===== src/rtl/fifo_pack_pkg.sv =====
// fifo_pack_pkg: default geometry, reset values and width helpers shared by the
// word packer, its checker and the FIFO bench.
package fifo_pack_pkg;

  localparam int PACK_DW_DEFAULT = 8;
  localparam int PACK_N_DEFAULT  = 4;

  localparam logic PACK_RST_REQ = 1'b0;
  localparam logic PACK_RST_ACK = 1'b0;

  // Width able to hold a fill count of 0..n.
  function automatic int cnt_width(input int n);
    return $clog2(n + 1);
  endfunction

  typedef logic [$clog2(PACK_N_DEFAULT)-1:0] lane_idx_t;

endpackage


===== src/rtl/fifo_word_packer.sv =====
// fifo_word_packer: packs N DW-bit FIFO beats into one DW*N-bit word, holding one
// finished word while the next assembles. Early close via last_in when FIFO_PACK_FLUSH_EN is defined.
module fifo_word_packer
  import fifo_pack_pkg::*;
#(
  parameter int DW = PACK_DW_DEFAULT,
  parameter int N  = PACK_N_DEFAULT,
  localparam int CW = cnt_width(N)
) (
  input  logic            clk,
  input  logic            rst,
  input  logic [DW-1:0]   d_in,
  input  logic            req_in,
`ifdef FIFO_PACK_FLUSH_EN
  input  logic            last_in,
`endif
  output logic            ack_in,
  output logic [DW*N-1:0] d_out,
  output logic [CW-1:0]   cnt_out,
  output logic            req_out,
  input  logic            ack_out
);

  localparam int LW = $clog2(N);
  localparam logic [LW-1:0] LAST_LANE = LW'(N - 1);

  logic [DW*N-1:0] r_acc;
  logic [LW-1:0]   r_cnt;
  logic [DW*N-1:0] r_dout;
  logic [CW-1:0]   r_cnt_out;
  logic            r_req;

  logic            w_last;
  logic            w_closing;
  logic            w_ack_in;
  logic            w_accept;
  logic            w_xfer;
  logic [DW*N-1:0] w_word;
  logic [CW-1:0]   w_fill;

`ifdef FIFO_PACK_FLUSH_EN
  assign w_last = last_in;
`else
  assign w_last = 1'b0;
`endif

  assign w_closing = (r_cnt == LAST_LANE) || w_last;
  // A closing beat may only enter when the holding register is free or empties this cycle.
  assign w_ack_in  = ~rst & (~w_closing | ~r_req | ack_out);
  assign w_accept  = req_in & w_ack_in;
  assign w_xfer    = r_req & ack_out;
  assign w_fill    = CW'(r_cnt) + CW'(1'b1);

  // Current beat merged into its lane; lanes above the fill point forced to zero.
  always_comb begin
    w_word = '0;
    for (int i = 0; i < N; i++) begin
      if (LW'(i) == r_cnt) begin
        w_word[i*DW +: DW] = d_in;
      end else if (LW'(i) < r_cnt) begin
        w_word[i*DW +: DW] = r_acc[i*DW +: DW];
      end else begin
        w_word[i*DW +: DW] = '0;
      end
    end
  end

  // Accumulator and lane counter.
  always_ff @(posedge clk or posedge rst) begin
    if (rst) begin
      r_acc <= '0;
      r_cnt <= '0;
    end else if (w_accept) begin
      if (w_closing) begin
        r_acc <= '0;
        r_cnt <= '0;
      end else begin
        r_acc <= w_word;
        r_cnt <= r_cnt + LW'(1'b1);
      end
    end
  end

  // Output holding register; a closing beat reloads it even while the old word leaves.
  always_ff @(posedge clk or posedge rst) begin
    if (rst) begin
      r_dout    <= '0;
      r_cnt_out <= '0;
      r_req     <= PACK_RST_REQ;
    end else if (w_accept && w_closing) begin
      r_dout    <= w_word;
      r_cnt_out <= w_fill;
      r_req     <= 1'b1;
    end else if (w_xfer) begin
      r_req     <= 1'b0;
    end
  end

  assign ack_in  = w_ack_in;
  assign d_out   = r_dout;
  assign cnt_out = r_cnt_out;
  assign req_out = r_req;

endmodule


===== config.mk =====
export PLATFORM = sky130hd
export DESIGN_NAME = fifo_word_packer
export DESIGN_NICKNAME = d
export VERILOG_FILES = /design/src/rtl/fifo_pack_pkg.sv /design/src/rtl/fifo_word_packer.sv
export SDC_FILE = /design/constraint.sdc
export NUM_CORES = 1
export LEC_CHECK = 0
export CAP_MARGIN = 20
export CORE_MARGIN = 1.5
export CORE_UTILIZATION = 55
export CTS_CLUSTER_DIAMETER = 60
export DETAILED_ROUTE_END_ITERATION = 8
export PLACE_DENSITY = 0.83
export SLEW_MARGIN = 20
export SYNTH_ARGS = -nofsm -noshare
export SYNTH_HDL_FRONTEND = slang
export SYNTH_SLANG_ARGS = --single-unit

===== constraint.sdc =====
create_clock -name clk -period 7.7 [get_ports clk]
set_clock_uncertainty 0.1 [all_clocks]
set_input_delay 1.54 -clock clk [delete_from_list [all_inputs] [get_ports clk]]
set_output_delay 1.54 -clock clk [all_outputs]
set_load 0.02 [all_outputs]

==> results.toml, run 1 <==
[outcome]
outcome = "complete, no violations"

[floorplanning]
core-area_um2 = 4820
start_util_pct = 58.4
core.rowCount = 25
ioPinCount = 49
dieArea_um2 = 5550
fp.dieH_um = 74.5
fp.dieW_um = 74.5

[worst_setup_path]
crit_type = "input port to primary output"
cp.required_ns = 6.06
startpoint_type = "input port"
crit_fanout = 4
r2r_cells = 3
end_kind = "primary output"
arrival_ns = 3.00

[cts]
cts_tree = "yes"
path_clk_slew_ns = 0.06
cts_sinks = 62
cts-root-buf = "clkbuf_8"
cts_setup_buffers = 0
clock_latency_ns = 0.33
cts.htree.levels = 3
cts-buffers-inserted = 9
ctsLongestPathBuffers = 2
postCtsResizedCells = 0
hold_buffers = 0

[synthesis]
synthDistinctLibCells = 22
synth_top_area_share_pct = 55.2
synth_seq_cells = 62
netlist_area_um2 = 2810
synth_area_leaders = "dfrtp_1 (55%), mux2_4 (15%), mux2_2 (9.6%)"
synth_common_cells = "dfrtp_1 (62), mux2_4 (28), a22o_1 (24), mux2_2 (24), nand2_1 (17)"
synth.most_common_cell = "dfrtp_1"
ys_async_sr_fraction_pct = 100
synth-seq-area-share_pct = 55.2
synth.avg_cell_area_um2 = 14.6
syn_nets = 209
synth_ff_type = "dfrtp_1"
synth_edf_count = 0
postSynthCellCount = 193
synth_top_area_cell = "dfrtp_1"
yosys_warnings = 0

[cells_and_area]
finish.utilization_pct = 72.8
drive_gt1_share_pct = 29.8
antennaDiodeCount = 0
fin_cells = 315
fin_nets = 260
synthToLayoutAreaGrowth_pct = 24.6

[grt]
grt_usage_pct = 22.9
grt_max_degree = 63
grt-ovfl-total = 0
antenna_found_initial = 0
grt_pass1_wl_um = 9200
first_global_vias = 1764

[min_path]
worst_hold_path_type = "flip-flop to flip-flop"
holdPathStages = 1

[timing]
rsz0062_at_grt = "no"
slew_viol_final = 0
finalCritPeriodShare_pct = 60.2
setup_tns_ns = 0
worst_pin_slew_ns = 0.737
slew_headroom_pct = 50.9
finalHoldViolCount = 0
fmax_mhz = 216
setup_violations = 0
fin_ws_ns = 3.06
period_needed_ns = 4.64

[placement]
hpwl_um = 3540
io_buffer_count = 48
dpl.cell_count = 300
place.gp.congestion = 0.835
dp_slack_ns = 3.06

[detailed_routing]
vias_per_cell = 5.56
drt_iter0_markers = 140
dr.pass1.iters = 4
ant_nets = 0
drc_errors = 0
routedWlPerCell_um = 17.7
num_vias = 1752
drt_wl_total_um = 5560

[pwr]
irDropWorstVdd_v = 0.000246
p_leak_nw = 1.67
power.total_mw = 1.46
p_per_area_nw_per_um2 = 417

[flow_run]
maxCapViolCount = 0
sequential cells by signal, summed over array words and instances, names as in the netlist:
signal / cells
cnt_out: 3
d_out: 32
r_acc: 24
r_cnt: 2
req_out: 1
metal layers:
layer / part of all wire, % / GRT usage [%] / vias up / routed length, um
met5: 0 / 0 / - / 0
met4: 1.4 / 9.09 / 0 / 78
met3: 3.4 / 4.47 / 11 / 191
met2: 48 / 33.8 / 49 / 2670
met1: 47 / 33.7 / 895 / 2620
li1: - / - / 797 / -
where the power goes:
| group | total, mW | internal (mW) | switching [mW] |
|---|---|---|---|
| clock | 0.265 | 0.151 | 0.114 |
| combinational | 0.651 | 0.368 | 0.283 |
| sequential | 0.546 | 0.459 | 0.0874 |
| total | 1.46 | 0.977 | 0.485 |
through the flow:
step | instance area [um^2] | hold WS, ns
after floorplan | 2810 | 0.362
after global placement | 3320 | 0.354
after detailed placement | 3320 | 0.359
after CTS | 3510 | 0.376
after global routing | 3510 | 0.411
final | 3510 | 0.376
critical path, stage by stage:
cell and delay [ns]:
clkdlybuf4s50_1 0.47, nand3b_1 0.19, and2_1 0.19, clkdlybuf4s50_1 0.60
worst paths after layout:
path / to / start / slack (ns)
worst min register to register: cnt_out[2] / cnt_out[2] / 0.38
worst max-delay path: ack_in / ack_out / 3.06
worst max register to register: d_out[13] / r_cnt[1] / 5.27
max in group asynchronous: d_out[22] / rst / 5.32
worst min-delay path: cnt_out[2] / cnt_out[2] / 0.38
min in group asynchronous: d_out[23] / rst / 1.70
area by class of cell:
class / count / area, um^2
clock buffer: 15 / 186
fill: 345 / 1310
inverter: 3 / 11.3
multi-input combinational: 119 / 1180
sequential: 62 / 1550
tap: 67 / 83.8
timing repair buffer: 49 / 488
logic make-up after synthesis:
family          synth area share (%)
flops                           55.2
compound gates                  9.74
mux                             24.6
simple gates                    6.05
buf+inv                         2.71
fa+ha+maj                       1.78
layout by cell type (no fill, tap or decap), drive strengths merged, types with 3 or more instances in the layout:
master / Yosys / final
a22o: 24 / 24
clkbuf: 1 / 15
clkdlybuf4s50: 0 / 48
dfrtp: 62 / 62
ha: 4 / 4
inv: 3 / 3
mux2: 52 / 52
nand2: 18 / 18
nand2b: 3 / 3
nor3b: 3 / 3
o21ai: 8 / 8
(Power assumes the default switching activity.)
==> run 2: changes to the inputs <==
CORE_UTILIZATION = 47   (was 55)
PLACE_DENSITY = 0.75   (was 0.83)
clock period = 4.1 ns   (was 7.7 ns; I/O delays follow)
==> results.toml, run 2 (synthesized netlist as in run 1, its figures left out) <==
[pwr]
p_comb_share_pct = 45.1
power_frac_seq_pct = 37.8
p_per_area_nw_per_um2 = 770
p_int_mw = 1.80
p_leak_nw = 1.66
irDropWorstVdd_v = 0.000430
pwr-share-clk_pct = 17.2
p_switching_mw = 0.889
swShare_pct = 33.0

[cells_and_area]
layout_common_cells = "dfrtp_1 (62), clkdlybuf4s50_1 (48), mux2_4 (28)"
largest_reg_flops = 32
drive_gt1_share_pct = 29.4
fillers = 449
synthToLayoutAreaGrowth_pct = 24.2
register_area_um2 = 1550
multi_input_area_um2 = 1180
finish.utilization_pct = 61.9
final_common_cell = "dfrtp_1"
fin_nets = 260
antennaDiodeCount = 0

[detailed_routing]
drt_iter0_markers = 93
routedWlPerCell_um = 16.7
ant_nets = 0
drt_wl_total_um = 5330
vias_per_cell = 5.38
dr.pass1.iters = 4
num_vias = 1723
drc_errors = 0

[placement]
io_buffer_count = 48
place.gp.congestion = 0.758
hpwl_um = 3430

[grt]
grt-ovfl-total = 0
grt_usage_pct = 19.2
antenna_found_initial = 0
first_global_vias = 1788
grt_pass1_wl_um = 9110
grt_max_degree = 63

[cts]
cts-buffers-inserted = 9
ctsLongestPathBuffers = 2
postCtsResizedCells = 0
path_clk_slew_ns = 0.06
hold_buffers = 0
cts_sinks = 62
cts-root-buf = "clkbuf_8"
cts_setup_buffers = 0
cts_tree = "yes"
clock_latency_ns = 0.34
cts.htree.levels = 3

[worst_setup_path]
arrival_ns = 2.39
cp.required_ns = 3.18
end_kind = "primary output"
crit_fanout = 12
crit_type = "flip-flop to primary output"
startpoint_type = "flip-flop"

[floorplanning]
core.rowCount = 27
fp.dieW_um = 80.4
core-area_um2 = 5640
dieArea_um2 = 6460
start_util_pct = 49.9
ioPinCount = 49
fp.dieH_um = 80.4

[timing]
fmax_mhz = 303
slew_viol_final = 0
slew_headroom_pct = 49.8
finalHoldViolCount = 0
period_needed_ns = 3.31
rsz0062_at_grt = "no"
setup_tns_ns = 0
worst_pin_slew_ns = 0.753
setup_violations = 0
finalCritPeriodShare_pct = 80.6

[flow_run]
maxCapViolCount = 0

[min_path]
worst_hold_path_type = "flip-flop to flip-flop"

[outcome]
outcome = "complete, no violations"
==> run 2: final cells by class <==
type,instances,area share [%]
Clock buffer,14,4.66
Tap cell,72,2.58
Timing Repair Buffer,49,14.0
Inverter,3,0.322
Multi-Input combinational cell,119,33.9
Sequential cell,62,44.4
Clock inverter,1,0.143
==> run 2: routing by layer <==
metal / track usage [%] / routed length (um) / vias up
met3: 6.48 / 237 / 8
li1: - / - / 803
met2: 29.6 / 2460 / 47
met5: 0 / 0 / -
met4: 7.59 / 110 / 0
met1: 24.9 / 2520 / 865
==> run 2: critical path, cell delays in order, from the launching register on <==
cell             delay (ns)
dfrtp_1                0.56
ha_1                   0.48
nand3b_1               0.23
and2_1                 0.22
clkdlybuf4s50_1        0.54
==> run 2: path summary, 6_finish.rpt <==
check	startpoint	endpoint	slack [ns]	cells after the start
setup / recovery	r_cnt[1]	ack_in	0.79	4
hold / removal	cnt_out[2]	cnt_out[2]	0.37	1
setup reg to reg	r_cnt[1]	cnt_out[0]	1.72	3
hold reg to reg	cnt_out[2]	cnt_out[2]	0.37	1
max in group asynchronous	rst	d_out[12]	2.43	3
min in group asynchronous	rst	d_out[27]	0.98	3
==> run 2: power by group through the flow <==
| stage | clock network [mW] | logic [mW] | registers (mW) |
|---|---|---|---|
| after floorplan | 0 | 0.622 | 1.18 |
| after global placement | 0 | 1.20 | 1.01 |
| after detailed placement | 0 | 1.22 | 1.02 |
| after CTS | 0.478 | 1.23 | 1.02 |
| after global routing | 0.505 | 1.30 | 1.05 |
| final | 0.462 | 1.21 | 1.02 |
==> run 2: through the flow <==
step                hold WS (ns)  setup slack, ns  instance area (um^2)  total power [mW]  std cells
floorplan                  0.362            0.669                  2810              1.81        193
global placement           0.351            0.944                  3330              2.22        305
detailed placement         0.363            0.917                  3330              2.24        305
CTS                        0.378            0.763                  3490              2.72        320
global route               0.395            0.666                  3490              2.86        320
finish                     0.374            0.795                  3490              2.69        320
==> run 3: changes to the inputs <==
CORE_UTILIZATION = 52   (was 47)
PLACE_DENSITY = 0.79   (was 0.75)
clock period = 3.1 ns   (was 4.1 ns; I/O delays follow)
==> results.toml, run 3 (synthesized netlist as in run 1, its figures left out) <==
[detailed_routing]
drt_iter0_markers = 146
drc_errors = 0
ant_nets = 0
num_vias = 1764
dr.pass1.iters = 4
drt_wl_total_um = 5510
routedWlPerCell_um = 17.2
vias_per_cell = 5.50

[grt]
grt-ovfl-total = 0
first_global_vias = 1813
antenna_found_initial = 0
grt_pass1_wl_um = 9230
grt_max_degree = 63
grt_usage_pct = 21.0

[floorplanning]
core-area_um2 = 5170
ioPinCount = 49
dieArea_um2 = 5860
fp.dieW_um = 76.5
fp.dieH_um = 76.5
start_util_pct = 54.4
core.rowCount = 26

[cells_and_area]
finish.utilization_pct = 69.0
register_area_um2 = 1550
fin_nets = 262
final_common_cell = "dfrtp_1"
synthToLayoutAreaGrowth_pct = 26.9
multi_input_area_um2 = 1190
fillers = 358
drive_gt1_share_pct = 31.5
largest_reg_flops = 32
layout_common_cells = "dfrtp_1 (61), clkdlybuf4s50_1 (48), mux2_4 (28)"
antennaDiodeCount = 0
fin_area_um2 = 3570

[timing]
rsz0062_at_grt = "no"
slew_headroom_pct = 49.1
setup_violations = 0
worst_pin_slew_ns = 0.763
setup_tns_ns = 0
period_needed_ns = 2.89
fin_ws_ns = 0.215
finalCritPeriodShare_pct = 93.1
fmax_mhz = 347
slew_viol_final = 0
finalHoldViolCount = 0

[cts]
cts_tree = "yes"
hold_buffers = 0
cts-buffers-inserted = 9
cts.htree.levels = 3
cts-root-buf = "clkbuf_8"
cts_setup_buffers = 0
ctsLongestPathBuffers = 2
clock_latency_ns = 0.34
path_clk_slew_ns = 0.06
cts_sinks = 62

[placement]
io_buffer_count = 48
place_area_um2 = 3350
place.gp.congestion = 0.796
dp_slack_ns = 0.303
hpwl_um = 3590

[min_path]
worst_hold_path_type = "flip-flop to flip-flop"

[worst_setup_path]
end_kind = "primary output"
crit_fanout = 12
crit_type = "flip-flop to primary output"
cp.required_ns = 2.38
startpoint_type = "flip-flop"
arrival_ns = 2.17

[pwr]
power.total_mw = 3.74
irDropWorstVdd_v = 0.000585
p_leak_nw = 1.69
p_per_area_nw_per_um2 = 1050

[outcome]
outcome = "complete, no violations"

[flow_run]
maxCapViolCount = 0
run 3: cell types whose count changed in the layout (fill, tap and decap cells not counted):
cell and delta:
bufinv_16 +2, buf_12 +1, buf_4 +1, clkbuf_1 -1, clkbuf_8 -1, clkinv_2 +1
dfrtp_1 -1, dfrtp_2 +1, ha_1 -1, ha_2 +1
run 3: worst paths after layout:
kind | from | to | slack, ns | cells past startpoint
max | r_cnt[1] | ack_in | 0.21 | 4
min | cnt_out[2] | cnt_out[2] | 0.37 | 1
max reg2reg | r_cnt[1] | r_acc[15] | 1.03 | 4
min reg2reg | cnt_out[2] | cnt_out[2] | 0.37 | 1
max in group asynchronous | rst | r_cnt[1] | 1.60 | 3
min in group asynchronous | rst | r_acc[9] | 0.78 | 3
run 3: cell type report:
| type | instances | share of cell area [%] |
|---|---|---|
| tap | 70 | 2.45 |
| clock inverter | 4 | 1.96 |
| clock buffer | 12 | 4.07 |
| sequential | 62 | 43.5 |
| inverter | 3 | 0.315 |
| timing repair buffer | 51 | 14.4 |
| multi-input combinational | 119 | 33.3 |
run 3: per-stage QoR:
step / cells / hold slack (ns)
global route: 321 / 0.416
CTS: 321 / 0.374
floorplan: 193 / 0.362
detailed placement: 305 / 0.358
finish: 321 / 0.372
global placement: 305 / 0.356
run 3: critical path: stages, from the launching register on:
cell and delay (ns):
dfrtp_2 0.48, ha_2 0.37, nand3b_1 0.21, and2_1 0.23, clkdlybuf4s50_1 0.53
run 3: routing by layer:
layer	wire length, um	global-route usage [%]	vias up	part of all wire, %
li1	-	-	807	-
met1	2600	29.3	885	47
met2	2470	30.1	58	45
met3	302	6.11	14	5.5
met4	135	10.2	0	2.5
met5	0	0	-	0
run 3: power by group:
group	internal (mW)	switching (mW)
clock	0.473	0.306
sequential	1.14	0.207
combinational	0.921	0.696
run 3: timing repair:
action,CTS,global route
cloned,0,0
gates resized for setup,1,1
pin swaps,0,0
endpoints found under the setup margin,1,1
